--- src/rtl/pipeline_hazard_sequencer_pkg.sv ---
// Shared encodings for the pipeline hazard sequencer.
package pipe_ctrl_pkg;

    localparam logic [1:0] ST_BOOT     = 2'b00;
    localparam logic [1:0] ST_RUN      = 2'b01;
    localparam logic [1:0] ST_MEM_WAIT = 2'b10;
    localparam logic [1:0] ST_HALT     = 2'b11;

    localparam logic [4:0] REG_X0 = 5'd0;

endpackage

--- src/rtl/pipeline_hazard_sequencer_if.sv ---
// Hazard flags from ID/EX/MEM and the enable/flush strobes back to the pipeline.
interface pipeline_hazard_sequencer_if;

    logic [4:0] id_rs1;
    logic [4:0] id_rs2;
    logic       id_uses_rs1;
    logic       id_uses_rs2;
    logic       ex_is_load;
    logic [4:0] ex_rd;
    logic       ex_redirect;
    logic       mem_access;
    logic       dmem_ack;
    logic       dmem_req;
    logic       pc_en;
    logic       if_id_en;
    logic       if_id_flush;
    logic       id_ex_en;
    logic       id_ex_flush;
    logic       ex_mem_en;
    logic       mem_wb_en;

    // Pipeline datapath side: supplies hazard flags, obeys the strobes.
    modport master (
        output id_rs1, id_rs2, id_uses_rs1, id_uses_rs2, ex_is_load, ex_rd,
               ex_redirect, mem_access, dmem_ack,
        input  dmem_req, pc_en, if_id_en, if_id_flush, id_ex_en, id_ex_flush,
               ex_mem_en, mem_wb_en
    );

    // Sequencer side.
    modport slave (
        input  id_rs1, id_rs2, id_uses_rs1, id_uses_rs2, ex_is_load, ex_rd,
               ex_redirect, mem_access, dmem_ack,
        output dmem_req, pc_en, if_id_en, if_id_flush, id_ex_en, id_ex_flush,
               ex_mem_en, mem_wb_en
    );

endinterface

--- src/rtl/pipeline_hazard_sequencer_sat_counter.sv ---
// Saturating up-counter with synchronous clear.
module sat_counter #(
    parameter int W = 16
) (
    input  logic         clk,
    input  logic         rst_n,
    input  logic         clr,
    input  logic         inc,
    output logic [W-1:0] cnt
);

    // Count up on inc, hold at all-ones instead of wrapping.
    always_ff @(posedge clk or negedge rst_n) begin
        if (!rst_n)
            cnt <= '0;
        else if (clr)
            cnt <= '0;
        else if (inc && (cnt != '1))
            cnt <= cnt + W'(1);
    end

endmodule

--- src/rtl/pipeline_hazard_sequencer.sv ---
// Stage-2 pipeline sequencer: load-use stalls, redirect flushes, dmem hold.
//
// state    | meaning
// ---------+-------------------------------------------------------------
// BOOT     | first cycle after reset: flush IF/ID and ID/EX, nothing moves
// RUN      | normal issue; resolves redirect / load-use / memory entry
// MEM_WAIT | dmem access outstanding, whole pipeline frozen
// HALT     | dmem never answered; frozen until reset
module pipeline_hazard_sequencer
    import pipe_ctrl_pkg::*;
#(
    parameter int MEM_TIMEOUT = 15,
    parameter int CNT_W       = 16
) (
    input  logic                          clk,
    input  logic                          rst_n,
    pipeline_hazard_sequencer_if.slave    bus,
    output logic                          mem_fault,
    output logic [CNT_W-1:0]              stall_cnt,
    output logic [CNT_W-1:0]              flush_cnt
);

    localparam int WAIT_W = $clog2(MEM_TIMEOUT + 1);

    logic [1:0]        state, state_nxt;
    logic [WAIT_W-1:0] wait_cnt;
    logic              wait_clr, wait_inc;
    logic              stall_inc, flush_inc;
    logic              load_use;
    logic              en_all;

    assign load_use = bus.ex_is_load && (bus.ex_rd != REG_X0) &&
                      ((bus.id_uses_rs1 && (bus.id_rs1 == bus.ex_rd)) ||
                       (bus.id_uses_rs2 && (bus.id_rs2 == bus.ex_rd)));

    assign mem_fault = (state == ST_HALT);

    // Next state and combinational strobes from current state and hazard flags.
    always_comb begin
        state_nxt       = state;
        en_all          = 1'b0;
        bus.pc_en       = 1'b0;
        bus.if_id_en    = 1'b0;
        bus.id_ex_en    = 1'b0;
        bus.ex_mem_en   = 1'b0;
        bus.mem_wb_en   = 1'b0;
        bus.if_id_flush = 1'b0;
        bus.id_ex_flush = 1'b0;
        bus.dmem_req    = 1'b0;
        wait_clr        = 1'b0;
        wait_inc        = 1'b0;
        stall_inc       = 1'b0;
        flush_inc       = 1'b0;
        case (state)
            ST_BOOT: begin
                bus.if_id_flush = 1'b1;
                bus.id_ex_flush = 1'b1;
                state_nxt       = ST_RUN;
            end
            ST_RUN: begin
                if (bus.mem_access && !bus.dmem_ack) begin
                    bus.dmem_req = 1'b1;
                    wait_clr     = 1'b1;
                    stall_inc    = 1'b1;
                    state_nxt    = ST_MEM_WAIT;
                end else if (bus.mem_access) begin
                    bus.dmem_req = 1'b1;
                    en_all       = 1'b1;
                end else if (bus.ex_redirect) begin
                    en_all          = 1'b1;
                    bus.if_id_flush = 1'b1;
                    bus.id_ex_flush = 1'b1;
                    flush_inc       = 1'b1;
                end else if (load_use) begin
                    bus.id_ex_en    = 1'b1;
                    bus.ex_mem_en   = 1'b1;
                    bus.mem_wb_en   = 1'b1;
                    bus.id_ex_flush = 1'b1;
                    stall_inc       = 1'b1;
                end else begin
                    en_all = 1'b1;
                end
            end
            ST_MEM_WAIT: begin
                bus.dmem_req = 1'b1;
                if (bus.dmem_ack) begin
                    en_all    = 1'b1;
                    state_nxt = ST_RUN;
                    if (bus.ex_redirect) begin
                        bus.if_id_flush = 1'b1;
                        bus.id_ex_flush = 1'b1;
                        flush_inc       = 1'b1;
                    end
                end else begin
                    stall_inc = 1'b1;
                    if (wait_cnt == WAIT_W'(MEM_TIMEOUT - 1))
                        state_nxt = ST_HALT;
                    else
                        wait_inc = 1'b1;
                end
            end
            default: begin
                state_nxt = ST_HALT;
            end
        endcase
        if (en_all) begin
            bus.pc_en     = 1'b1;
            bus.if_id_en  = 1'b1;
            bus.id_ex_en  = 1'b1;
            bus.ex_mem_en = 1'b1;
            bus.mem_wb_en = 1'b1;
        end
    end

    // State register and dmem wait timer.
    always_ff @(posedge clk or negedge rst_n) begin
        if (!rst_n) begin
            state    <= ST_BOOT;
            wait_cnt <= '0;
        end else begin
            state <= state_nxt;
            if (wait_clr)
                wait_cnt <= '0;
            else if (wait_inc)
                wait_cnt <= wait_cnt + WAIT_W'(1);
        end
    end

    sat_counter #(.W(CNT_W)) u_stall_cnt (
        .clk   (clk),
        .rst_n (rst_n),
        .clr   (1'b0),
        .inc   (stall_inc),
        .cnt   (stall_cnt)
    );

    sat_counter #(.W(CNT_W)) u_flush_cnt (
        .clk   (clk),
        .rst_n (rst_n),
        .clr   (1'b0),
        .inc   (flush_inc),
        .cnt   (flush_cnt)
    );

endmodule

--- src/flat_wrapper.sv ---
// flat-port wrapper written by rule: the top's interface ports become plain ports
module pipeline_hazard_sequencer_flat import pipe_ctrl_pkg::*;
#(
    parameter int MEM_TIMEOUT = 15,
    parameter int CNT_W       = 16
)
  (clk, rst_n, mem_fault, stall_cnt, flush_cnt, bus_id_rs1, bus_id_rs2, bus_id_uses_rs1, bus_id_uses_rs2, bus_ex_is_load, bus_ex_rd, bus_ex_redirect, bus_mem_access, bus_dmem_ack, bus_dmem_req, bus_pc_en, bus_if_id_en, bus_if_id_flush, bus_id_ex_en, bus_id_ex_flush, bus_ex_mem_en, bus_mem_wb_en);
  pipeline_hazard_sequencer_if bus_i ();
  input  logic clk;
  input  logic rst_n;
  output logic mem_fault;
  output logic [CNT_W-1:0] stall_cnt;
  output logic [CNT_W-1:0] flush_cnt;
  input wire logic [$bits(bus_i.id_rs1)-1:0] bus_id_rs1;
  input wire logic [$bits(bus_i.id_rs2)-1:0] bus_id_rs2;
  input wire logic [$bits(bus_i.id_uses_rs1)-1:0] bus_id_uses_rs1;
  input wire logic [$bits(bus_i.id_uses_rs2)-1:0] bus_id_uses_rs2;
  input wire logic [$bits(bus_i.ex_is_load)-1:0] bus_ex_is_load;
  input wire logic [$bits(bus_i.ex_rd)-1:0] bus_ex_rd;
  input wire logic [$bits(bus_i.ex_redirect)-1:0] bus_ex_redirect;
  input wire logic [$bits(bus_i.mem_access)-1:0] bus_mem_access;
  input wire logic [$bits(bus_i.dmem_ack)-1:0] bus_dmem_ack;
  output wire logic [$bits(bus_i.dmem_req)-1:0] bus_dmem_req;
  output wire logic [$bits(bus_i.pc_en)-1:0] bus_pc_en;
  output wire logic [$bits(bus_i.if_id_en)-1:0] bus_if_id_en;
  output wire logic [$bits(bus_i.if_id_flush)-1:0] bus_if_id_flush;
  output wire logic [$bits(bus_i.id_ex_en)-1:0] bus_id_ex_en;
  output wire logic [$bits(bus_i.id_ex_flush)-1:0] bus_id_ex_flush;
  output wire logic [$bits(bus_i.ex_mem_en)-1:0] bus_ex_mem_en;
  output wire logic [$bits(bus_i.mem_wb_en)-1:0] bus_mem_wb_en;
  assign bus_i.id_rs1 = bus_id_rs1;
  assign bus_i.id_rs2 = bus_id_rs2;
  assign bus_i.id_uses_rs1 = bus_id_uses_rs1;
  assign bus_i.id_uses_rs2 = bus_id_uses_rs2;
  assign bus_i.ex_is_load = bus_ex_is_load;
  assign bus_i.ex_rd = bus_ex_rd;
  assign bus_i.ex_redirect = bus_ex_redirect;
  assign bus_i.mem_access = bus_mem_access;
  assign bus_i.dmem_ack = bus_dmem_ack;
  assign bus_dmem_req = bus_i.dmem_req;
  assign bus_pc_en = bus_i.pc_en;
  assign bus_if_id_en = bus_i.if_id_en;
  assign bus_if_id_flush = bus_i.if_id_flush;
  assign bus_id_ex_en = bus_i.id_ex_en;
  assign bus_id_ex_flush = bus_i.id_ex_flush;
  assign bus_ex_mem_en = bus_i.ex_mem_en;
  assign bus_mem_wb_en = bus_i.mem_wb_en;
  pipeline_hazard_sequencer #(.MEM_TIMEOUT(MEM_TIMEOUT), .CNT_W(CNT_W)) u_core (.clk(clk), .rst_n(rst_n), .bus(bus_i), .mem_fault(mem_fault), .stall_cnt(stall_cnt), .flush_cnt(flush_cnt));
endmodule
--- config.mk ---
export PLATFORM = sky130hd
export DESIGN_NAME = pipeline_hazard_sequencer_flat
export DESIGN_NICKNAME = d
export VERILOG_FILES = /design/src/rtl/pipeline_hazard_sequencer_pkg.sv /design/src/rtl/pipeline_hazard_sequencer_if.sv /design/src/rtl/pipeline_hazard_sequencer_sat_counter.sv /design/src/rtl/pipeline_hazard_sequencer.sv /design/src/flat_wrapper.sv
export SDC_FILE = /design/constraint.sdc
export NUM_CORES = 1
export LEC_CHECK = 0
export BUFFER_PORTS_ARGS = -buffer_cell sky130_fd_sc_hd__buf_2
export CAP_MARGIN = 20
export CELL_PAD_IN_SITES_DETAIL_PLACEMENT = 0
export CELL_PAD_IN_SITES_GLOBAL_PLACEMENT = 2
export CORE_MARGIN = 2
export CORE_UTILIZATION = 31
export CTS_CLUSTER_DIAMETER = 120
export DETAILED_ROUTE_END_ITERATION = 7
export PLACE_DENSITY = 0.84
export SYNTH_ARGS = -nofsm -noshare
export SYNTH_HDL_FRONTEND = slang
export SYNTH_SLANG_ARGS = --single-unit
export TNS_END_PERCENT = 100
--- constraint.sdc ---
create_clock -name clk -period 2.6 [get_ports clk]
set_input_delay 0.26 -clock clk [delete_from_list [all_inputs] [get_ports clk]]
set_output_delay 0.26 -clock clk [all_outputs]
set_load 0.02 [all_outputs]
Word-level counts from Yosys, hierarchy flattened

Index checks and enable logic that the tools add are counted.

Add/sub/neg operators: 3
Eq/ne operators: 10
Multiplexer cells: 40
Reductions and logical operators: 13

Operators by type and width:

| operator                                                                 | count |
|---|---|
| 16-bit by 1-bit adder with 16-bit output (second input constant)         | 2 |
| 16-bit inequality test (second input constant)                           | 2 |
| 1-bit two-way mux                                                        | 28 |
| 5-bit == test                                                            | 2 |
| 4-bit two-way mux                                                        | 2 |
| 1-bit one-hot mux with 2 select lines                                    | 4 |
| 1-bit logical AND                                                        | 7 |
| 2-bit two-way mux                                                        | 3 |
| 1-bit one-hot mux with 3 select lines                                    | 2 |
| 2-bit one-hot mux with 3 select lines                                    | 1 |
| 5-bit nonzero test                                                       | 1 |
| 4-bit by 1-bit adder with 4-bit output (second input constant)           | 1 |
| 2-bit == test (second input constant)                                    | 2 |
| 4-bit == test (second input constant)                                    | 1 |
| 3-bit by 2-bit inequality test with 1-bit output (second input constant) | 1 |
| 2-bit by 1-bit == test with 1-bit output (second input constant)         | 1 |
| 2-bit zero test                                                          | 1 |
| 2-bit by 1-bit inequality test with 1-bit output (second input constant) | 1 |
| 2-bit AND reduction                                                      | 1 |
| 2-bit nonzero test                                                       | 1 |
| 1-bit zero test                                                          | 1 |
| 1-bit logical OR                                                         | 1 |

Register bits after elaboration: 38
Input port bits: 23
Output and inout port bits: 41
Word-level logic and storage cells: 70

Longest topological paths before layout

Gate-level depths: netlist of the first run.

Word-level depth: 10
Gate-level depth with buffers: 9

Cells and area by module

A second synthesis of the first run with hierarchy kept.

Cell total of the unflattened synthesis: 270
Area total of the unflattened synthesis: 2516.2 um2

By module, submodules not included:

| module                           | instances | cells each | area an instance (um2) | sequential area each (um2) |
|---|---|---|---|---|
| sat_counter (u_core.u_flush_cnt) | 1         | 98         | 942.2                  | 400.4 |
| sat_counter (u_core.u_stall_cnt) | 1         | 94         | 930.9                  | 400.4 |
| pipeline_hazard_sequencer        | 1         | 78         | 643.1                  | 150.1 |

Worst setup path after synthesis of the first run

Ideal clock, no wire load.

Path kind: input -> output
Start point: input bus_ex_rd[1]
End point: output bus_id_ex_en
Data arrival time: 2.075 ns
Data required time: 2.340 ns
Setup slack: 0.265 ns
Stages: 6
Path buffers: 1
Cell sequence: xnor2_1 -> nand4_1 -> o22ai_1 -> nand2_1 -> o41ai_1 -> buf_4

Cells in the longest elaborated chain, start to end: 10

Ends and longest elaborated chain:

| element                                                                    | RTL line                                                         | source |
|---|---|---|
| start: declaration                                                         | flat_wrapper.sv:19                                               | `input wire logic [$bits(bus_i.ex_rd)-1:0] bus_ex_rd;` |
| 5-bit == test, on equally long branches                                    | pipeline_hazard_sequencer.sv:33, pipeline_hazard_sequencer.sv:34 |  |
| 1-bit logical AND, on equally long branches                                | pipeline_hazard_sequencer.sv:33, pipeline_hazard_sequencer.sv:34 |  |
| 1-bit logical OR                                                           | pipeline_hazard_sequencer.sv:33                                  | `((bus.id_uses_rs1 && (bus.id_rs1 == bus.ex_rd)) \|\|` |
| 1-bit logical AND (*)                                                      | pipeline_hazard_sequencer.sv:32                                  | `assign load_use = bus.ex_is_load && (bus.ex_rd != REG_X0) &&` |
| 1-bit two-way mux                                                          | pipeline_hazard_sequencer.sv:74                                  | `end else if (load_use) begin` |
| 1-bit two-way mux                                                          | pipeline_hazard_sequencer.sv:69                                  | `end else if (bus.ex_redirect) begin` |
| 1-bit two-way mux                                                          | pipeline_hazard_sequencer.sv:66                                  | `end else if (bus.mem_access) begin` |
| 1-bit two-way mux                                                          | pipeline_hazard_sequencer.sv:61                                  | `if (bus.mem_access && !bus.dmem_ack) begin` |
| 1-bit one-hot mux with 2 select lines or 1-bit two-way mux (tied branches) | n/a                                                              |  |
| 1-bit two-way mux (*)                                                      | n/a                                                              |  |
| end: declaration                                                           | flat_wrapper.sv:27                                               | `output wire logic [$bits(bus_i.id_ex_en)-1:0] bus_id_ex_en;` |

Every way passes the cells marked *; elsewhere a longest branch is shown, timed or not.

Worst setup path in the final report of the first run

Start point: register u_core.state[1]
End point: register u_core.u_flush_cnt.cnt[10]

Cells in the longest elaborated chain, start to end: 3

Ends and longest elaborated chain:

| element                                                                   | RTL line                                    | source |
|---|---|---|
| start: declaration                                                        | pipeline_hazard_sequencer.sv:25             | `logic [1:0] state, state_nxt;` |
| start signal: assignment                                                  | pipeline_hazard_sequencer.sv:121            | `state <= state_nxt;` |
| 2-bit == test or 2-bit by 1-bit == test with 1-bit output (tied branches) | pipeline_hazard_sequencer.sv:54             | `case (state)` |
| 1-bit one-hot mux with 2 select lines (*)                                 | pipeline_hazard_sequencer.sv:54             |  |
| 1-bit logical AND (*)                                                     | pipeline_hazard_sequencer_sat_counter.sv:18 | `else if (inc && (cnt != '1))` |
| end signal: assignment                                                    | pipeline_hazard_sequencer_sat_counter.sv:19 | `cnt <= cnt + W'(1);` |
| end: declaration                                                          | pipeline_hazard_sequencer_sat_counter.sv:9  | `output logic [W-1:0] cnt` |

Marks and branches as above.
A chain may end at the register's enable or synchronous reset.

==> flow_results.xml, run 1 <==
<?xml version="1.0" encoding="UTF-8"?>
<metrics>
  <group name="status">
    <metric name="run_status" unit="">completed</metric>
  </group>
  <group name="clocking">
    <metric name="post_cts.resized_instances" unit="">0</metric>
    <metric name="cts_made_buffers" unit="">5</metric>
    <metric name="clock_tree.htree_level_count" unit="">2</metric>
    <metric name="max-clock-path-buffers" unit="">2</metric>
    <metric name="post-cts-setup-buffers" unit="">0</metric>
    <metric name="clock_sinks" unit="">38</metric>
    <metric name="cts_hold_repair.buffers" unit="">0</metric>
    <metric name="clock_insertion_delay_worst_skew" unit="ns">0.29</metric>
    <metric name="cts_root_buf" unit="">sky130_fd_sc_hd__clkbuf_8</metric>
    <metric name="path_clk_slew" unit="ns">0.07</metric>
    <metric name="tritoncts_clock_tree" unit="">done</metric>
  </group>
  <group name="yosys">
    <metric name="ys_dominant_reg_cell" unit="">sky130_fd_sc_hd__dfrtp_1</metric>
    <metric name="postSynthRegisterBits" unit="">38</metric>
    <metric name="synth_commonest_cells" unit="">sky130_fd_sc_hd__dfrtp_1 (38), sky130_fd_sc_hd__nand2_1 (21), sky130_fd_sc_hd__xnor2_1 (21)</metric>
    <metric name="area_of_the_mapped_netlist" unit="sq um">2190</metric>
    <metric name="syn-instance-count" unit="">216</metric>
    <metric name="synth_area_leader_cell" unit="">sky130_fd_sc_hd__dfrtp_1</metric>
    <metric name="edff_count_synth" unit="">0</metric>
    <metric name="syn_nets" unit="">248</metric>
    <metric name="yosysMostFrequentCell" unit="">sky130_fd_sc_hd__dfrtp_1</metric>
    <metric name="ys_warns" unit="">0</metric>
    <metric name="synth_cell_types" unit="">46</metric>
    <metric name="yosysTopAreaCellShare" unit="%">43.5</metric>
    <metric name="synthTopCellsByArea" unit="">sky130_fd_sc_hd__dfrtp_1 (44%), sky130_fd_sc_hd__xnor2_1 (8.4%), sky130_fd_sc_hd__xor2_1 (6.0%)</metric>
    <metric name="syn_area_per_cell" unit="sq um">10.1</metric>
    <metric name="synth_sequential_area_ratio" unit="%">43.5</metric>
    <metric name="postSynth.asyncResetShare" unit="%">100</metric>
  </group>
  <group name="job">
    <metric name="drv_cap" unit="">0</metric>
  </group>
  <group name="timing">
    <metric name="whs" unit="ns">0.0751</metric>
    <metric name="final_critical_path_setup_slack" unit="ns">0.362</metric>
    <metric name="fin_worst_skew" unit="ns">0.00584</metric>
    <metric name="worst-slew-pin-transition" unit="ns">0.832</metric>
    <metric name="grt_setup_unrepaired" unit="">no</metric>
    <metric name="max_clock_freq" unit="GHz">0.447</metric>
    <metric name="setup_viol" unit="">0</metric>
    <metric name="fin_setup_tns" unit="ns">0</metric>
    <metric name="finalWorstPathRequiredPeriod" unit="ns">2.24</metric>
    <metric name="post-route-period-util" unit="%">86.1</metric>
    <metric name="drv_slew" unit="">0</metric>
    <metric name="slew_headroom" unit="%">44.5</metric>
    <metric name="timing.final.hold_violations" unit="">0</metric>
  </group>
  <group name="worst_setup_path">
    <metric name="worst_ep_required_time" unit="ns">2.78</metric>
    <metric name="path_max_fanout" unit="">5</metric>
    <metric name="worst-r2r-setup-slack" unit="ns">0.36</metric>
    <metric name="rr_worst_depth" unit="">8</metric>
    <metric name="cp-start-kind" unit="">flip-flop</metric>
    <metric name="crit_type" unit="">reg2reg</metric>
    <metric name="endpoint_kind" unit="">flip-flop</metric>
    <metric name="crit_arrival" unit="ns">2.41</metric>
  </group>
  <group name="floorplanning">
    <metric name="vertical_extent_of_the_die" unit="microns">88.0</metric>
    <metric name="die_w" unit="microns">88.0</metric>
    <metric name="placement_rows" unit="">30</metric>
    <metric name="core_box_area" unit="sq um">6790</metric>
    <metric name="area_of_the_die" unit="sq um">7740</metric>
    <metric name="io-pin-count" unit="">64</metric>
    <metric name="floorplan.initialDensity" unit="%">32.2</metric>
  </group>
  <group name="min_path">
    <metric name="worstHoldPathType" unit="">in2async</metric>
  </group>
  <group name="grt">
    <metric name="first_global_vias" unit="">1742</metric>
    <metric name="grt_antenna_before_repair" unit="">0</metric>
    <metric name="grt-ovfl-total" unit="">0</metric>
    <metric name="global_route.usage.total" unit="%">13.1</metric>
    <metric name="grt_max_degree" unit="">39</metric>
    <metric name="global_route_wire_length_before_repair" unit="mm">8.15</metric>
  </group>
  <group name="drt">
    <metric name="initialDrtViolationCount" unit="">48</metric>
    <metric name="drt-pass1-iter-count" unit="">4</metric>
    <metric name="detail_route.wirelength" unit="mm">4.65</metric>
    <metric name="drt-vias-per-instance" unit="">4.67</metric>
    <metric name="drt_drc" unit="">0</metric>
    <metric name="dr_total_vias" unit="">1759</metric>
    <metric name="drtAntennaViolNets" unit="">0</metric>
    <metric name="wl_per_cell" unit="microns">12.3</metric>
  </group>
  <group name="power">
    <metric name="power_density" unit="nW/um^2">746</metric>
    <metric name="fin_total_pwr" unit="mW">1.99</metric>
    <metric name="cellLeakagePower" unit="nW">1.31</metric>
    <metric name="ir_worst_vdd" unit="V">0.000241</metric>
  </group>
  <group name="layout">
    <metric name="layout.cells.non_filler" unit="">377</metric>
    <metric name="layout-area-overhead-vs-synth" unit="%">22.2</metric>
    <metric name="num_antenna_cells" unit="">0</metric>
    <metric name="layout_cells_sized_above_1" unit="%">29.2</metric>
    <metric name="final_nets" unit="">314</metric>
  </group>
  <group name="place">
    <metric name="place_congestion" unit="">0.754</metric>
    <metric name="detailedPlacementHpwl" unit="mm">3.61</metric>
    <metric name="preCtsSetupSlack" unit="ns">0.351</metric>
    <metric name="dpl.cell_count" unit="">371</metric>
    <metric name="port_buffer_count" unit="">63</metric>
  </group>
</metrics>
-- layout by cell type (no fill, tap or decap), drive strengths merged, types with 8 or more instances in the layout --
cell   count
nand4     11
buf       63
nor2      13
nand3     14
inv        8
ha         9
dfrtp     38
nand2     21
xor2      15
xnor2     21
-- cell type report --
type | count | area, sq um
fillers | 685 | 4120
multi-input cells | 166 | 1170
flip-flops and latches | 38 | 951
repair buffers | 63 | 315
well taps | 96 | 120
clock buffers | 6 | 82.6
inverters | 8 | 30.0
-- critical path: stages, from the launching register on --
cell                       delay [ns]
sky130_fd_sc_hd__dfrtp_1         0.42
sky130_fd_sc_hd__inv_1           0.12
sky130_fd_sc_hd__ha_1            0.24
sky130_fd_sc_hd__nor2b_1         0.26
sky130_fd_sc_hd__o211ai_1        0.19
sky130_fd_sc_hd__a31oi_1         0.39
sky130_fd_sc_hd__and2_1          0.27
sky130_fd_sc_hd__nand3_1         0.11
sky130_fd_sc_hd__xnor2_1         0.13
-- sequential cells by signal, summed over array words and instances, names as in the netlist --
register / cells
u_core.state: 2
u_core.u_flush_cnt.cnt: 16
u_core.u_stall_cnt.cnt: 16
u_core.wait_cnt: 4
-- per-stage QoR --
| step | utilization (%) | instance area [sq um] |
|---|---|---|
| 2_1_floorplan | - | 2190 |
| 3_3_place_gp | 38.1 | 2590 |
| 3_5_place_dp | 38.1 | 2590 |
| 4_1_cts | 39.3 | 2670 |
| 5_1_grt | 39.3 | 2670 |
| 6_report | 39.3 | 2670 |
-- cells by family (layout without fill, tap and decap cells) --
group,count (synthesis),after routing,synth area share (%)
muxes,6,6,3.21
AOI/OAI and AO/OA,26,26,8.70
adders and majority gates,9,9,5.15
buffers and inverters,12,77,2.92
DFF,38,38,43.5
xor gates and xnor gates,36,36,14.4
and+or+nand+nor,89,89,22.1
-- layer usage --
metal,vias to the layer above,track usage [%],wire (microns),share of wire [%]
li1,889,-,-,-
met1,837,17.4,2230,48
met2,28,21.6,2230,48
met3,5,2.83,137,2.9
met4,0,3.64,54,1.2
met5,-,0,0,0
-- power by group --
| group | switching [mW] | leakage (nW) | internal [mW] |
|---|---|---|---|
| clock network | 0.194 | 0.0431 | 0.204 |
| logic | 0.493 | 0.750 | 0.309 |
| registers | 0.109 | 0.512 | 0.683 |
| total | 0.796 | 1.31 | 1.20 |
-- worst paths after layout --
kind,to,from
min in group clk,u_core.wait_cnt[1]$_DFFE_PN0P_,bus_mem_access
max,u_core.u_flush_cnt.cnt[10]$_DFFE_PN0P_,u_core.state[1]$_DFFE_PN0P_
min reg2reg,u_core.u_flush_cnt.cnt[11]$_DFFE_PN0P_,u_core.u_flush_cnt.cnt[11]$_DFFE_PN0P_
min,u_core.u_stall_cnt.cnt[9]$_DFFE_PN0P_,rst_n
max reg2reg,u_core.u_flush_cnt.cnt[10]$_DFFE_PN0P_,u_core.state[1]$_DFFE_PN0P_
max in group asynchronous,u_core.u_flush_cnt.cnt[13]$_DFFE_PN0P_,rst_n
No activity file was read; power rests on OpenSTA's default activity.
==> run 2: changes to the inputs <==
--- a/config.mk
+++ b/config.mk
@@ -13,7 +13,7 @@
 export CORE_UTILIZATION = 31
 export CTS_CLUSTER_DIAMETER = 120
 export DETAILED_ROUTE_END_ITERATION = 7
-export PLACE_DENSITY = 0.84
+export PLACE_DENSITY = 0.87
 export SYNTH_ARGS = -nofsm -noshare
 export SYNTH_HDL_FRONTEND = slang
 export SYNTH_SLANG_ARGS = --single-unit
==> run 2 against run 1 <==
Against the previous run: sequential power hardly changed; largest power group unchanged; via count is 0.74% lower; setup slack better by 0.022 ns; core utilization is 0.50 points higher; clock skew is 0.0011 ns lower; flip-flop and latch count stayed put; critical path type unchanged.
==> flow_results.xml, run 2 (same netlist as run 1, synthesis figures left out) <==
<?xml version="1.0" encoding="UTF-8"?>
<metrics>
  <group name="floorplanning">
    <metric name="io-pin-count" unit="">64</metric>
    <metric name="vertical_extent_of_the_die" unit="microns">88.0</metric>
    <metric name="placement_rows" unit="">30</metric>
    <metric name="core_box_area" unit="sq um">6790</metric>
    <metric name="floorplan.initialDensity" unit="%">32.2</metric>
    <metric name="area_of_the_die" unit="sq um">7740</metric>
    <metric name="die_w" unit="microns">88.0</metric>
  </group>
  <group name="drt">
    <metric name="dr_total_vias" unit="">1746</metric>
    <metric name="wl_met2" unit="mm">2.26</metric>
    <metric name="drt-pass1-iter-count" unit="">4</metric>
    <metric name="detail_route.wirelength" unit="mm">4.63</metric>
    <metric name="top_layer_used" unit="">met4</metric>
    <metric name="drt_drc" unit="">0</metric>
    <metric name="initialDrtViolationCount" unit="">44</metric>
    <metric name="wl_per_cell" unit="microns">12.2</metric>
    <metric name="drt-vias-per-instance" unit="">4.59</metric>
    <metric name="wl_met3" unit="microns">197</metric>
    <metric name="m1WireLength" unit="mm">2.15</metric>
    <metric name="drtAntennaViolNets" unit="">0</metric>
  </group>
  <group name="grt">
    <metric name="first_global_vias" unit="">1631</metric>
    <metric name="global_route.usage.total" unit="%">12.3</metric>
    <metric name="grt_antenna_before_repair" unit="">0</metric>
    <metric name="grt_max_degree" unit="">39</metric>
    <metric name="global_route_wire_length_before_repair" unit="mm">7.41</metric>
    <metric name="grt-ovfl-total" unit="">0</metric>
  </group>
  <group name="layout">
    <metric name="layout-area-overhead-vs-synth" unit="%">23.7</metric>
    <metric name="final_common_cell" unit="">sky130_fd_sc_hd__buf_2</metric>
    <metric name="num_antenna_cells" unit="">0</metric>
    <metric name="final_nets" unit="">315</metric>
    <metric name="final_cell_mix" unit="">sky130_fd_sc_hd__buf_2 (63), sky130_fd_sc_hd__dfrtp_1 (38), sky130_fd_sc_hd__nand2_1 (21), sky130_fd_sc_hd__xnor2_1 (21), sky130_fd_sc_hd__xor2_1 (15)</metric>
    <metric name="layout_cells_sized_above_1" unit="%">29.9</metric>
    <metric name="fin_area" unit="sq um">2700</metric>
    <metric name="top_regs" unit="">u_core.u_flush_cnt.cnt (16), u_core.u_stall_cnt.cnt (16), u_core.wait_cnt (4)</metric>
  </group>
  <group name="timing">
    <metric name="fin_setup_tns" unit="ns">0</metric>
    <metric name="max_clock_freq" unit="GHz">0.451</metric>
    <metric name="finalWorstPathRequiredPeriod" unit="ns">2.22</metric>
    <metric name="setup_viol" unit="">0</metric>
    <metric name="drv_slew" unit="">0</metric>
    <metric name="timing.final.hold_violations" unit="">0</metric>
    <metric name="grt_setup_unrepaired" unit="">no</metric>
    <metric name="fin_worst_skew" unit="ns">0.00470</metric>
    <metric name="slew_headroom" unit="%">42.5</metric>
    <metric name="post-route-period-util" unit="%">85.3</metric>
    <metric name="whs" unit="ns">0.0769</metric>
    <metric name="worst-slew-pin-transition" unit="ns">0.863</metric>
  </group>
  <group name="worst_setup_path">
    <metric name="cp_cell_sequence" unit="">inv_1 &gt; ha_1 &gt; nor2b_1 &gt; o211ai_1 &gt; a31oi_1 &gt; and2_1 &gt; nand3_1 &gt; xnor2_1</metric>
    <metric name="crit_type" unit="">reg2reg</metric>
    <metric name="cp-start-kind" unit="">flip-flop</metric>
    <metric name="worst_setup_path_startpoint" unit="">u_core.state[1]$_DFFE_PN0P_</metric>
    <metric name="max_stage_delay" unit="ns">0.42</metric>
    <metric name="rr_worst_depth" unit="">8</metric>
    <metric name="path_max_fanout" unit="">5</metric>
    <metric name="endpoint_kind" unit="">flip-flop</metric>
    <metric name="crit_arrival" unit="ns">2.40</metric>
    <metric name="worst-r2r-setup-slack" unit="ns">0.38</metric>
    <metric name="worst_ep_required_time" unit="ns">2.78</metric>
    <metric name="reg2reg_to" unit="">u_core.u_flush_cnt.cnt[10]$_DFFE_PN0P_</metric>
    <metric name="worst_setup_path_endpoint" unit="">u_core.u_flush_cnt.cnt[10]$_DFFE_PN0P_</metric>
    <metric name="cp_slowest_cell" unit="">sky130_fd_sc_hd__dfrtp_1</metric>
    <metric name="startpoint_of_the_worst_register_to_register_path" unit="">u_core.state[1]$_DFFE_PN0P_</metric>
  </group>
  <group name="clocking">
    <metric name="tritoncts_clock_tree" unit="">done</metric>
    <metric name="path_clk_slew" unit="ns">0.07</metric>
    <metric name="clock_sinks" unit="">38</metric>
    <metric name="cts_root_buf" unit="">sky130_fd_sc_hd__clkbuf_8</metric>
    <metric name="cts_made_buffers" unit="">5</metric>
    <metric name="post-cts-setup-buffers" unit="">0</metric>
    <metric name="clock_tree.htree_level_count" unit="">2</metric>
    <metric name="post_cts.resized_instances" unit="">0</metric>
    <metric name="clock_insertion_delay_worst_skew" unit="ns">0.29</metric>
    <metric name="max-clock-path-buffers" unit="">2</metric>
    <metric name="cts_hold_repair.buffers" unit="">0</metric>
  </group>
  <group name="place">
    <metric name="port_buffer_count" unit="">63</metric>
    <metric name="place_congestion" unit="">0.729</metric>
    <metric name="detailedPlacementHpwl" unit="mm">3.59</metric>
    <metric name="placedInstanceArea" unit="sq um">2590</metric>
  </group>
  <group name="power">
    <metric name="cellLeakagePower" unit="nW">1.32</metric>
    <metric name="power_density" unit="nW/um^2">778</metric>
    <metric name="ir_worst_vdd" unit="V">0.000295</metric>
  </group>
  <group name="job">
    <metric name="drv_cap" unit="">0</metric>
  </group>
  <group name="min_path">
    <metric name="worstHoldPathType" unit="">in2async</metric>
  </group>
  <group name="status">
    <metric name="run_status" unit="">completed</metric>
  </group>
</metrics>
-- run 2: cell types whose count changed in the layout (fill, tap and decap cells not counted) --
cell,change
sky130_fd_sc_hd__clkbuf_8,-1
sky130_fd_sc_hd__clkinv_2,+2
sky130_fd_sc_hd__buf_4,+1
sky130_fd_sc_hd__bufinv_16,+1
-- run 2: metrics by stage --
stage          worst slack, ns  instances  power, mW  util, %
5_1_grt                  0.167        380       2.25     39.8
2_1_floorplan            0.265        216       1.40        -
3_3_place_gp             0.419        372       1.62     38.2
4_1_cts                  0.354        380       2.14     39.8
3_5_place_dp             0.367        372       1.63     38.2
6_report                 0.383        380       2.10     39.8
-- run 2: worst min-delay path by stage --
| stage | from | cells after the start | to |
|---|---|---|---|
| floorplan | rst_n | 0 | u_core.state[0]$_DFFE_PN0P_ |
| global placement | rst_n | 1 | u_core.u_stall_cnt.cnt[12]$_DFFE_PN0P_ |
| detailed placement | rst_n | 1 | u_core.u_stall_cnt.cnt[14]$_DFFE_PN0P_ |
| CTS | rst_n | 1 | u_core.u_stall_cnt.cnt[7]$_DFFE_PN0P_ |
| global route | rst_n | 1 | u_core.u_stall_cnt.cnt[3]$_DFFE_PN0P_ |
| finish | rst_n | 1 | u_core.u_stall_cnt.cnt[14]$_DFFE_PN0P_ |
-- run 2: area by class of cell --
cell class                 instances  area [sq um]
tap                               96           120
fill                             668          4090
sequential                        38           951
clock inverter                     3          40.0
clock buffer                       5          68.8
multi-input combinational        166          1170
timing repair buffer              64           323
inverter                           8          30.0
-- run 2: worst max-delay path: cells and delay by family, from the launching register on --
kind	cells	cell delay, ns
buf+inv	1	0.11
compound gates	2	0.59
xor+xnor	1	0.13
flops	1	0.42
simple gates	3	0.62
fa+ha+maj	1	0.24
-- run 2: per-layer routing --
layer	GRT usage, %	vias up
met5	0	-
met4	2.52	0
met2	20.0	28
li1	-	894
met3	4.24	4
met1	15.8	820
-- run 2: power by group --
group / internal (mW) / total [mW] / switching (mW) / leakage [nW]
Clock: 0.282 / 0.499 / 0.217 / 0.0579
Sequential: 0.682 / 0.794 / 0.112 / 0.512
Combinational: 0.317 / 0.809 / 0.493 / 0.754
Total: 1.28 / 2.10 / 0.821 / 1.32
==> run 3: changes to the inputs <==
--- a/config.mk
+++ b/config.mk
@@ -10,11 +10,12 @@
 export CELL_PAD_IN_SITES_DETAIL_PLACEMENT = 0
 export CELL_PAD_IN_SITES_GLOBAL_PLACEMENT = 2
 export CORE_MARGIN = 2
-export CORE_UTILIZATION = 31
+export CORE_UTILIZATION = 32
 export CTS_CLUSTER_DIAMETER = 120
 export DETAILED_ROUTE_END_ITERATION = 7
-export PLACE_DENSITY = 0.87
+export PLACE_DENSITY = 0.88
 export SYNTH_ARGS = -nofsm -noshare
 export SYNTH_HDL_FRONTEND = slang
+export SYNTH_HIERARCHICAL = 1
 export SYNTH_SLANG_ARGS = --single-unit
 export TNS_END_PERCENT = 100
==> run 3 against run 2 <==
Against the previous run: register-to-register slack worse by 0.25 ns; sequential power down 26%; routed wire length up 34%; critical endpoint is now u_core/u_stall_cnt/cnt[13]$_DFFE_PN0P_.
==> flow_results.xml, run 3 <==
<?xml version="1.0" encoding="UTF-8"?>
<metrics>
  <group name="worst_setup_path">
    <metric name="reg2reg_to" unit="">u_core/u_stall_cnt/cnt[13]$_DFFE_PN0P_</metric>
    <metric name="crit_arrival" unit="ns">2.64</metric>
    <metric name="worst_ep_required_time" unit="ns">2.77</metric>
    <metric name="worst-r2r-setup-slack" unit="ns">0.13</metric>
    <metric name="cp-start-kind" unit="">flip-flop</metric>
    <metric name="rr_worst_depth" unit="">10</metric>
    <metric name="crit_type" unit="">reg2reg</metric>
    <metric name="startpoint_of_the_worst_register_to_register_path" unit="">u_core/state[1]$_DFFE_PN0P_</metric>
    <metric name="endpoint_kind" unit="">flip-flop</metric>
    <metric name="path_max_fanout" unit="">5</metric>
  </group>
  <group name="grt">
    <metric name="grt-ovfl-total" unit="">0</metric>
    <metric name="grt_antenna_before_repair" unit="">0</metric>
    <metric name="global_route_wire_length_before_repair" unit="mm">10.4</metric>
    <metric name="grt_max_degree" unit="">39</metric>
    <metric name="global_route.usage.total" unit="%">14.7</metric>
    <metric name="first_global_vias" unit="">2178</metric>
  </group>
  <group name="drt">
    <metric name="detail_route.wirelength" unit="mm">6.21</metric>
    <metric name="drt-vias-per-instance" unit="">5.19</metric>
    <metric name="dr_total_vias" unit="">2334</metric>
    <metric name="wl_per_cell" unit="microns">13.8</metric>
    <metric name="drtAntennaViolNets" unit="">0</metric>
    <metric name="initialDrtViolationCount" unit="">73</metric>
    <metric name="drt-pass1-iter-count" unit="">4</metric>
    <metric name="drt_drc" unit="">0</metric>
  </group>
  <group name="place">
    <metric name="detailedPlacementHpwl" unit="mm">4.58</metric>
    <metric name="placedInstanceArea" unit="sq um">3020</metric>
    <metric name="port_buffer_count" unit="">63</metric>
    <metric name="place_congestion" unit="">0.761</metric>
  </group>
  <group name="yosys">
    <metric name="synth_sequential_area_ratio" unit="%">37.8</metric>
    <metric name="yosysTopAreaCellShare" unit="%">37.8</metric>
    <metric name="postSynth.asyncResetShare" unit="%">100</metric>
    <metric name="ys_dominant_reg_cell" unit="">sky130_fd_sc_hd__dfrtp_1</metric>
    <metric name="syn-instance-count" unit="">270</metric>
    <metric name="area_of_the_mapped_netlist" unit="sq um">2520</metric>
    <metric name="syn_area_per_cell" unit="sq um">9.32</metric>
    <metric name="synth_commonest_cells" unit="">sky130_fd_sc_hd__dfrtp_1 (38), sky130_fd_sc_hd__a21oi_1 (23), sky130_fd_sc_hd__nand2_1 (19), sky130_fd_sc_hd__nor2_1 (19), sky130_fd_sc_hd__xor2_1 (11)</metric>
    <metric name="synthTopCellsByArea" unit="">sky130_fd_sc_hd__dfrtp_1 (38%), sky130_fd_sc_hd__a21oi_1 (4.6%), sky130_fd_sc_hd__ha_1 (4.5%)</metric>
    <metric name="synth_area_leader_cell" unit="">sky130_fd_sc_hd__dfrtp_1</metric>
    <metric name="synth_cell_types" unit="">55</metric>
    <metric name="yosysMostFrequentCell" unit="">sky130_fd_sc_hd__dfrtp_1</metric>
    <metric name="ys_warns" unit="">6</metric>
    <metric name="edff_count_synth" unit="">0</metric>
    <metric name="postSynthRegisterBits" unit="">38</metric>
  </group>
  <group name="floorplanning">
    <metric name="area_of_the_die" unit="sq um">8590</metric>
    <metric name="io-pin-count" unit="">64</metric>
    <metric name="placement_rows" unit="">32</metric>
    <metric name="floorplan.initialDensity" unit="%">32.7</metric>
    <metric name="vertical_extent_of_the_die" unit="microns">92.7</metric>
    <metric name="die_w" unit="microns">92.7</metric>
    <metric name="core_box_area" unit="sq um">7690</metric>
  </group>
  <group name="layout">
    <metric name="fin_area" unit="sq um">3200</metric>
    <metric name="final_nets" unit="">379</metric>
    <metric name="nFillCells" unit="">784</metric>
    <metric name="num_antenna_cells" unit="">0</metric>
    <metric name="multiInputGateArea" unit="sq um">1510</metric>
    <metric name="top_regs" unit="">u_core/u_flush_cnt/cnt (16), u_core/u_stall_cnt/cnt (16), u_core/wait_cnt (4)</metric>
    <metric name="ff_latch_area" unit="sq um">951</metric>
    <metric name="layout-area-overhead-vs-synth" unit="%">27.3</metric>
    <metric name="final_cell_mix" unit="">sky130_fd_sc_hd__buf_2 (63), sky130_fd_sc_hd__dfrtp_1 (38), sky130_fd_sc_hd__a21oi_1 (22)</metric>
    <metric name="layout_cells_sized_above_1" unit="%">32.2</metric>
    <metric name="final_common_cell" unit="">sky130_fd_sc_hd__buf_2</metric>
  </group>
  <group name="clocking">
    <metric name="post-cts-setup-buffers" unit="">0</metric>
    <metric name="cts_root_buf" unit="">sky130_fd_sc_hd__clkbuf_8</metric>
    <metric name="clock_sinks" unit="">38</metric>
    <metric name="tritoncts_clock_tree" unit="">done</metric>
    <metric name="clock_insertion_delay_worst_skew" unit="ns">0.29</metric>
    <metric name="cts_hold_repair.buffers" unit="">0</metric>
    <metric name="max-clock-path-buffers" unit="">2</metric>
    <metric name="clock_tree.htree_level_count" unit="">2</metric>
    <metric name="path_clk_slew" unit="ns">0.08</metric>
    <metric name="cts_made_buffers" unit="">5</metric>
    <metric name="post_cts.resized_instances" unit="">0</metric>
  </group>
  <group name="power">
    <metric name="power.share.clock" unit="%">48.5</metric>
    <metric name="cellInternalPower" unit="mW">1.03</metric>
    <metric name="ir_worst_vdd" unit="V">0.000254</metric>
    <metric name="switchingPower" unit="uW">258</metric>
    <metric name="cellLeakagePower" unit="nW">1.49</metric>
    <metric name="power_density" unit="nW/um^2">401</metric>
    <metric name="fin_total_pwr" unit="mW">1.29</metric>
    <metric name="pwr-share-seq" unit="%">45.9</metric>
    <metric name="p_comb_share" unit="%">5.6</metric>
    <metric name="netSwitchingFraction" unit="%">20.0</metric>
  </group>
  <group name="timing">
    <metric name="post-route-period-util" unit="%">95.0</metric>
    <metric name="timing.final.hold_violations" unit="">0</metric>
    <metric name="max_clock_freq" unit="GHz">0.405</metric>
    <metric name="drv_slew" unit="">0</metric>
    <metric name="fin_worst_skew" unit="ns">0.00858</metric>
    <metric name="fin_setup_tns" unit="ns">0</metric>
    <metric name="grt_setup_unrepaired" unit="">yes</metric>
    <metric name="worst-slew-pin-transition" unit="ns">0.882</metric>
    <metric name="finalWorstPathRequiredPeriod" unit="ns">2.47</metric>
    <metric name="setup_viol" unit="">0</metric>
    <metric name="slew_headroom" unit="%">41.2</metric>
    <metric name="whs" unit="ns">0.0771</metric>
  </group>
  <group name="status">
    <metric name="run_status" unit="">completed</metric>
  </group>
  <group name="min_path">
    <metric name="worstHoldPathType" unit="">in2async</metric>
  </group>
  <group name="job">
    <metric name="drv_cap" unit="">0</metric>
  </group>
</metrics>
==> run 3: changes by cell type after synthesis, sizes merged, moves of 5 or more <==
cell | before | now
o21ai | 6 | 13
xnor2 | 21 | 3
or3 | 0 | 10
o31ai | 1 | 10
nor2 | 13 | 19
nor4 | 1 | 8
a21oi | 6 | 23
clkbuf | 0 | 5
nand3 | 14 | 6
or4 | 1 | 10
nand2b | 0 | 5
==> run 3: routing by layer <==
| metal | vias to the layer above | GRT usage, % | routed length [microns] |
|---|---|---|---|
| met3 | 4 | 2.93 | 310 |
| li1 | 1160 | - | - |
| met2 | 58 | 24.0 | 2920 |
| met5 | - | 0 | 0 |
| met1 | 1112 | 20.2 | 2930 |
| met4 | 0 | 3.43 | 46 |
==> run 3: cell type report <==
class	instances	share of cell area, %
inverter	9	1.06
multi-input combinational	214	47.2
clock buffer	6	2.58
sequential	38	29.7
timing repair buffer	79	13.6
tap	102	3.99
clock inverter	2	1.88
==> run 3: kinds of logic after synthesis <==
family | synth area share (%)
buffers and inverters | 3.88
multiplexers | 3.63
flip-flops | 37.8
AND/OR/NAND/NOR | 30.2
other | 0.149
AO/OA/AOI/OAI | 15.0
XOR/XNOR | 4.87
adder cells (fa/ha/maj) | 4.48
==> run 3: worst max path at each step <==
stage	cells past startpoint	start	slack [ns]	to
after detailed placement	10	bus_ex_rd[3]	-0.18	u_core/u_stall_cnt/cnt[13]$_DFFE_PN0P_
after CTS	9	u_core/state[1]$_DFFE_PN0P_	0.03	u_core/u_stall_cnt/cnt[13]$_DFFE_PN0P_
after floorplan	10	u_core/state[1]$_DFFE_PN0P_	0.03	u_core/u_stall_cnt/cnt[13]$_DFFE_PN0P_
after global placement	10	bus_ex_rd[3]	-0.09	u_core/u_stall_cnt/cnt[13]$_DFFE_PN0P_
final	10	u_core/state[1]$_DFFE_PN0P_	0.13	u_core/u_stall_cnt/cnt[13]$_DFFE_PN0P_
after global routing	11	bus_ex_rd[1]	-0.02	u_core/u_stall_cnt/cnt[13]$_DFFE_PN0P_
==> run 3: power by group through the flow <==
stage	clock network (mW)	registers (mW)	logic, mW
floorplan	0	0.602	0.0277
global placement	0	0.602	0.0663
detailed placement	0	0.602	0.0672
CTS	0.653	0.590	0.0671
global route	0.677	0.590	0.0814
finish	0.623	0.590	0.0719
==> run 3: per-stage QoR <==
step / worst slack (ns) / std cells / util (%)
2_1_floorplan: 0.0274 / 272 / -
3_3_place_gp: -0.0864 / 442 / 39.3
3_5_place_dp: -0.180 / 442 / 39.3
4_1_cts: 0.0330 / 450 / 41.2
5_1_grt: -0.0237 / 450 / 41.7
6_report: 0.130 / 450 / 41.7
==> run 3: critical path, stage by stage (launching register included) <==
cell                       delay, ns
sky130_fd_sc_hd__dfrtp_1        0.39
sky130_fd_sc_hd__inv_2          0.08
sky130_fd_sc_hd__ha_2           0.20
sky130_fd_sc_hd__nand2b_4       0.06
sky130_fd_sc_hd__or3_4          0.38
sky130_fd_sc_hd__o32ai_4        0.28
sky130_fd_sc_hd__and4_4         0.29
sky130_fd_sc_hd__nand4b_1       0.14
sky130_fd_sc_hd__buf_4          0.17
sky130_fd_sc_hd__o31ai_1        0.28
sky130_fd_sc_hd__a21oi_2        0.08
